### src/rtl/mux_pkg.sv
// -----------------------------------------------------------------------------
// mux_pkg
// Shared constants for the two-source round-robin mux front end.
//   SEL_A / SEL_B  : encoding of the select tag (and of last_grant)
//   DEFAULT_WIDTH  : default data width of each producer channel
//   NUM_SRC        : number of producer channels feeding the mux
// -----------------------------------------------------------------------------
package mux_pkg;

    localparam logic SEL_A         = 1'b0;
    localparam logic SEL_B         = 1'b1;
    localparam int   DEFAULT_WIDTH = 2;
    localparam int   NUM_SRC       = 2;

    // Convert a one-hot (or zero) two-way grant vector to a select tag.
    // A zero vector maps to SEL_A; callers qualify with "any grant".
    function automatic logic gnt_to_sel(input logic [1:0] gnt);
        return gnt[1] ? SEL_B : SEL_A;
    endfunction

endpackage : mux_pkg

### src/rtl/rr_arb2.sv
// -----------------------------------------------------------------------------
// rr_arb2
// Purely combinational two-way round-robin grant.
//   req[1:0]    : request vector, bit 0 = source A, bit 1 = source B
//   last_grant  : source that won the most recent transfer (SEL_A / SEL_B)
//   gnt[1:0]    : one-hot grant, or all zero when nothing requests
// A lone requester always wins. On contention the source that did not win
// last time is granted.
// -----------------------------------------------------------------------------
module rr_arb2
    import mux_pkg::*;
(
    input  logic [1:0] req,
    input  logic       last_grant,
    output logic [1:0] gnt
);

    generate
        for (genvar gi = 0; gi < NUM_SRC; gi++) begin : g_gnt
            // Source gi wins when it requests and either the other source is
            // idle or the other source was the previous winner.
            assign gnt[gi] = req[gi] & (~req[1-gi] | (last_grant != 1'(gi)));
        end
    endgenerate

endmodule : rr_arb2

### src/rtl/rr_mux_arbiter.sv
// -----------------------------------------------------------------------------
// rr_mux_arbiter
// Two-source valid/ready front end for the 2:1 datapath mux. Arbitrates between
// channels A and B with round-robin priority, registers the winning word and
// its select tag, and presents them downstream with one cycle of latency and
// full 1 word/cycle throughput.
//
// Ports
//   clk      : system clock, rising edge
//   rst_n    : asynchronous active-low reset
//   a_valid  : channel A has a word          a_data : channel A word
//   a_ready  : channel A word accepted this cycle
//   b_valid  : channel B has a word          b_data : channel B word
//   b_ready  : channel B word accepted this cycle
//   q_valid  : output register holds a word
//   q_data   : selected word
//   sel      : source of held word (0 = A, 1 = B)
//   q_ready  : downstream consumes q this cycle
// -----------------------------------------------------------------------------
module rr_mux_arbiter
    import mux_pkg::*;
#(
    parameter int WIDTH = DEFAULT_WIDTH
) (
    input  logic             clk,
    input  logic             rst_n,
    input  logic             a_valid,
    input  logic [WIDTH-1:0] a_data,
    output logic             a_ready,
    input  logic             b_valid,
    input  logic [WIDTH-1:0] b_data,
    output logic             b_ready,
    output logic             q_valid,
    output logic [WIDTH-1:0] q_data,
    output logic             sel,
    input  logic             q_ready
);

    // Output register and arbitration history.
    logic             q_valid_reg, q_valid_next;
    logic [WIDTH-1:0] q_data_reg,  q_data_next;
    logic             sel_reg,     sel_next;
    logic             last_grant_reg, last_grant_next;

    logic             load;
    logic [1:0]       req;
    logic [1:0]       gnt;
    logic             any_gnt;
    logic             gnt_sel;
    logic [WIDTH-1:0] src_data [NUM_SRC];

    assign req         = {b_valid, a_valid};
    assign src_data[0] = a_data;
    assign src_data[1] = b_data;

    rr_arb2 u_arb (
        .req        (req),
        .last_grant (last_grant_reg),
        .gnt        (gnt)
    );

    // The output register can take a word when it is empty or is being
    // drained this cycle, which lets consume and refill share one edge.
    assign load    = ~q_valid_reg | q_ready;
    assign any_gnt = |gnt;
    assign gnt_sel = gnt_to_sel(gnt);

    // Ready depends on valid through the grant; at most one is high since
    // the arbiter grant is one-hot or zero.
    assign a_ready = load & gnt[0];
    assign b_ready = load & gnt[1];

    always_comb begin
        q_valid_next    = q_valid_reg;
        q_data_next     = q_data_reg;
        sel_next        = sel_reg;
        last_grant_next = last_grant_reg;
        if (load) begin
            if (any_gnt) begin
                q_valid_next    = 1'b1;
                q_data_next     = src_data[gnt_sel];
                sel_next        = gnt_sel;
                last_grant_next = gnt_sel;
            end else begin
                // Emptied with nothing to refill: data and tag are stale
                // but kept to avoid needless toggling of the mux select.
                q_valid_next    = 1'b0;
            end
        end
    end

    // last_grant resets to B so that A wins the first contention.
    always_ff @(posedge clk or negedge rst_n) begin
        if (!rst_n) begin
            q_valid_reg    <= 1'b0;
            q_data_reg     <= '0;
            sel_reg        <= SEL_A;
            last_grant_reg <= SEL_B;
        end else begin
            q_valid_reg    <= q_valid_next;
            q_data_reg     <= q_data_next;
            sel_reg        <= sel_next;
            last_grant_reg <= last_grant_next;
        end
    end

    assign q_valid = q_valid_reg;
    assign q_data  = q_data_reg;
    assign sel     = sel_reg;

endmodule : rr_mux_arbiter

### config.mk
export PLATFORM = sky130hd
export DESIGN_NAME = rr_mux_arbiter
export DESIGN_NICKNAME = d
export VERILOG_FILES = /design/src/rtl/mux_pkg.sv /design/src/rtl/rr_arb2.sv /design/src/rtl/rr_mux_arbiter.sv
export SDC_FILE = /design/constraint.sdc
export NUM_CORES = 1
export LEC_CHECK = 0
export ABC_CLOCK_PERIOD_IN_PS = 2700
export BUFFER_PORTS_ARGS = -buffer_cell sky130_fd_sc_hd__buf_2
export CAP_MARGIN = 15
export CORE_AREA = 2 2 39 41
export DETAILED_ROUTE_END_ITERATION = 7
export DIE_AREA = 0 0 41 43
export GPL_ROUTABILITY_DRIVEN = 0
export HOLD_SLACK_MARGIN = 0.08
export SYNTH_ARGS = -nofsm -noshare
export SYNTH_HDL_FRONTEND = slang
export SYNTH_SLANG_ARGS = --single-unit
### constraint.sdc
create_clock -name clk -period 2.7 [get_ports clk]
set_input_delay 0.27 -clock clk [delete_from_list [all_inputs] [get_ports clk]]
set_output_delay 0.27 -clock clk [all_outputs]
set_load 0.01 [all_outputs]
==> run summary <==
Drt total wl: 562 um
Area of the placeable core: 1380 um^2
Portion of the post-synthesis area used by sequential elements: 49.0%
Area of the die: 1760 um^2
Clock period minus worst slack: 1.40 ns
Number of I/O port buffers: 14
Syn_nets: 31
Mux contribution to synthesized area: 21.8%
Area delta synth->final: 49.0%
Number of placed instances with taps included: 52
Static leakage power: 0.000199 uW
Worst Hold Class: input port to register
Clock tree from TritonCTS: yes
Transition time at the pin with the least slew margin: 0.213 ns
Tcrit/Tclk final: 51.8%
Pre-CTS worst setup slack: 1.35 ns
Final Instance Count excl. Fillers: 57
Status: completed
Final setup slack of the worst path: 1.30 ns
Total power density per cell area: 636 nW/um^2
Maximum net fanout on the critical path: 4
Biggest area consumer among synthesized cells: sky130_fd_sc_hd__dfrtp_1
Cell-by-cell listing of the critical path: a21bo_4 -> nor2_1 -> buf_2
Switching portion of total power: 26.5%
Setup Crit Path Kind: register to output port
Clock root buffer: sky130_fd_sc_hd__clkbuf_4
Number of filler instances in the final layout: 154
Max_cap viols: 0
Number of flip-flops under the largest register name: 2
Count of nets after finishing: 51
Cell family with most CP delay: flip-flops
First-pass GRT wire length: 966 um
Dominant combinational cell family by area after synthesis: multiplexers
Buffering stage count on the worst path with inverters included: 1
Longest individual stage delay on the worst path: 0.55 ns
Share of the synthesized netlist area taken by xor and xnor gates: 0%
Insertion delay to the later sink of the worst-skew pair: 0.24 ns
Leading cell type by number of instances after synthesis: sky130_fd_sc_hd__dfrtp_1
Sum of overflow across all layers after global routing: 0
Post CTS Setup Buffer Count: 0
Starting Density: 18.6%
Part of the total power dissipated in the clock network: 35.6%
Total of flip-flops plus latches after synthesis: 5
Adder and majority cell fraction of the synthesized area: 0%
Std cell rows: 14
Y dimension of the die: 43 um
Max-slew violation total from the final report: 0
Routed len/inst: 9.86 um
Antenna viol nets, final: 0
Simple-Gate Fraction of Synth Area: 12.1%
Clk pin slew, worst setup/hold paths: 0.04 ns
Utilization after layout: 27.8%
Chip width: 41 um
Count of endpoints failing setup in the final report: 0
Worst slew margin: 85.7%
Share of total power in sequential cells: 40.2%
Count of pins on the block boundary: 15
Main flop type after synthesis: sky130_fd_sc_hd__dfrtp_1
Switching pwr: 64.7 uW
Number of hold violations in the final report: 0
Longest Clk Path Bufs: 2
Arrival time at the worst endpoint: 1.13 ns
Distinct cell type count of the synthesized netlist: 13
Worst endpoint required time: 2.43 ns
Setup_tns: 0 ns
Vias in the first global route: 239
Violation count after the first detailed-route iteration: 1
Maximum vdd ir drop: 272 uV
Fraction of synthesis flops using an asynchronous set or reset pin: 100%
# diodes: 0
Maximum clock frequency: 715 MHz
Worst clock skew: 0.00178 ns
Top cell types by occurrence after synthesis: sky130_fd_sc_hd__dfrtp_1, sky130_fd_sc_hd__mux2_4, sky130_fd_sc_hd__nor2_1, sky130_fd_sc_hd__a21oi_1, sky130_fd_sc_hd__nand2_1
Leading post-synthesis cells by cell area: sky130_fd_sc_hd__dfrtp_1, sky130_fd_sc_hd__mux2_4, sky130_fd_sc_hd__dfstp_2
Mapped Area: 258 um^2
Detailed-placement wirelength estimate: 467 um
Via total after detailed routing: 214
Cell count after synthesis: 22
CP Capture Type: output port
Mapped Avg Cell Area: 11.7 um^2
GRT Resource Usage Total: 8.78%
Cell with the largest stage delay on the worst path: sky130_fd_sc_hd__dfstp_2
Hold Worst Slack: 0.249 ns
Compound-Gate Fraction of Synth Area: 15.5%
Yosys warning count: 0
Unrepaired setup endpoints after global routing: no
Vias per cell: 3.75
Portion of synthesized cell area occupied by the leading cell type: 38.8%
Number of clock sinks seen by CTS: 5
Share of layout cells above drive strength 1: 56.1%
Number of antenna violations at the first check in global routing: 0
Startpoint types: register
Combinational share of power: 24.2%
Number of enable flip-flop cells after synthesis: 0
Largest net degree at the start of global routing: 6
Number of design rule violations left after detail routing: 0
Internal power: 180 uW
First-pass iteration count of the detailed router: 2
H-tree Lvls: 1
CTS Buf Count: 3
[cell type report]
class | instances | area, um^2 | share of cell area [%]
multi-input cells | 16 | 128 | 33.2
flip-flops and latches | 5 | 126 | 32.9
repair buffers | 15 | 80.1 | 20.8
clock buffers | 4 | 26.3 | 6.84
well taps | 16 | 20.0 | 5.21
inverters | 1 | 3.75 | 0.977
[kinds of logic (layout without fill, tap and decap cells)]
logic type / Yosys count / after routing
compound gates: 5 / 5
simple gates: 7 / 7
flops: 5 / 5
mux: 4 / 4
buf+inv: 1 / 20
[layer usage]
metal	GRT usage [%]	wire length, um	vias to the layer above
met3	9.42	52	0
met5	0	0	-
met4	0	0	0
met1	9.48	253	90
li1	-	-	114
met2	12.5	256	10
[worst register-to-register path: cells and delay by family (launching register included)]
family,cells,cell delay [ns]
flip-flops,1,0.55
AO/OA/AOI/OAI,1,0.14
multiplexers,2,0.55
[per-stage QoR]
stage / instance area [um^2] / total power (uW)
6_report: 384 / 244
5_1_grt: 384 / 263
4_1_cts: 384 / 250
3_5_place_dp: 348 / 158
3_3_place_gp: 348 / 157
2_1_floorplan: 258 / 134
[timing repair]
item | 4_1_cts | 5_1_grt
hold buffers | 1 | 0
hold endpoints to repair | 5 | 0
gates resized for setup | 0 | 0
[power by group through the flow]
stage                     clock, uW  sequential [uW]  combinational, uW
after floorplan                   0              103               31.0
after global placement            0             98.9               58.5
after detailed placement          0             99.3               59.2
after CTS                      91.8             98.2               60.4
after global routing           95.7              100               67.1
final                          87.0             98.1               59.1
[layout by cell type, fill, tap and decap left out]
cell type                        n
sky130_fd_sc_hd__a31oi_1         1
sky130_fd_sc_hd__a21bo_4         1
sky130_fd_sc_hd__nor2_1          3
sky130_fd_sc_hd__dfstp_2         1
sky130_fd_sc_hd__a21o_1          1
sky130_fd_sc_hd__clkbuf_4        3
sky130_fd_sc_hd__mux2_4          3
sky130_fd_sc_hd__clkbuf_1        1
sky130_fd_sc_hd__buf_2          14
sky130_fd_sc_hd__nand2_1         2
sky130_fd_sc_hd__nand2b_1        1
sky130_fd_sc_hd__a21oi_1         2
sky130_fd_sc_hd__dfrtp_1         4
sky130_fd_sc_hd__mux2_2          1
sky130_fd_sc_hd__dlygate4sd3_1   1
sky130_fd_sc_hd__nor2b_1         1
sky130_fd_sc_hd__inv_1           1
[final timing paths]
check | depth (start not counted) | startpoint | end | slack (ns)
max | 3 | last_grant_reg$_DFFE_PN1P_ | b_ready | 1.30
min | 2 | a_valid | last_grant_reg$_DFFE_PN1P_ | 0.25
max reg2reg | 3 | last_grant_reg$_DFFE_PN1P_ | q_data[1]$_DFFE_PN0P_ | 1.35
min reg2reg | 1 | sel$_DFFE_PN0P_ | sel$_DFFE_PN0P_ | 0.48
max in group asynchronous | 2 | rst_n | last_grant_reg$_DFFE_PN1P_ | 2.11
min in group asynchronous | 2 | rst_n | q_valid$_DFFE_PN0P_ | 0.37
Power figures use the tool's default switching activity.
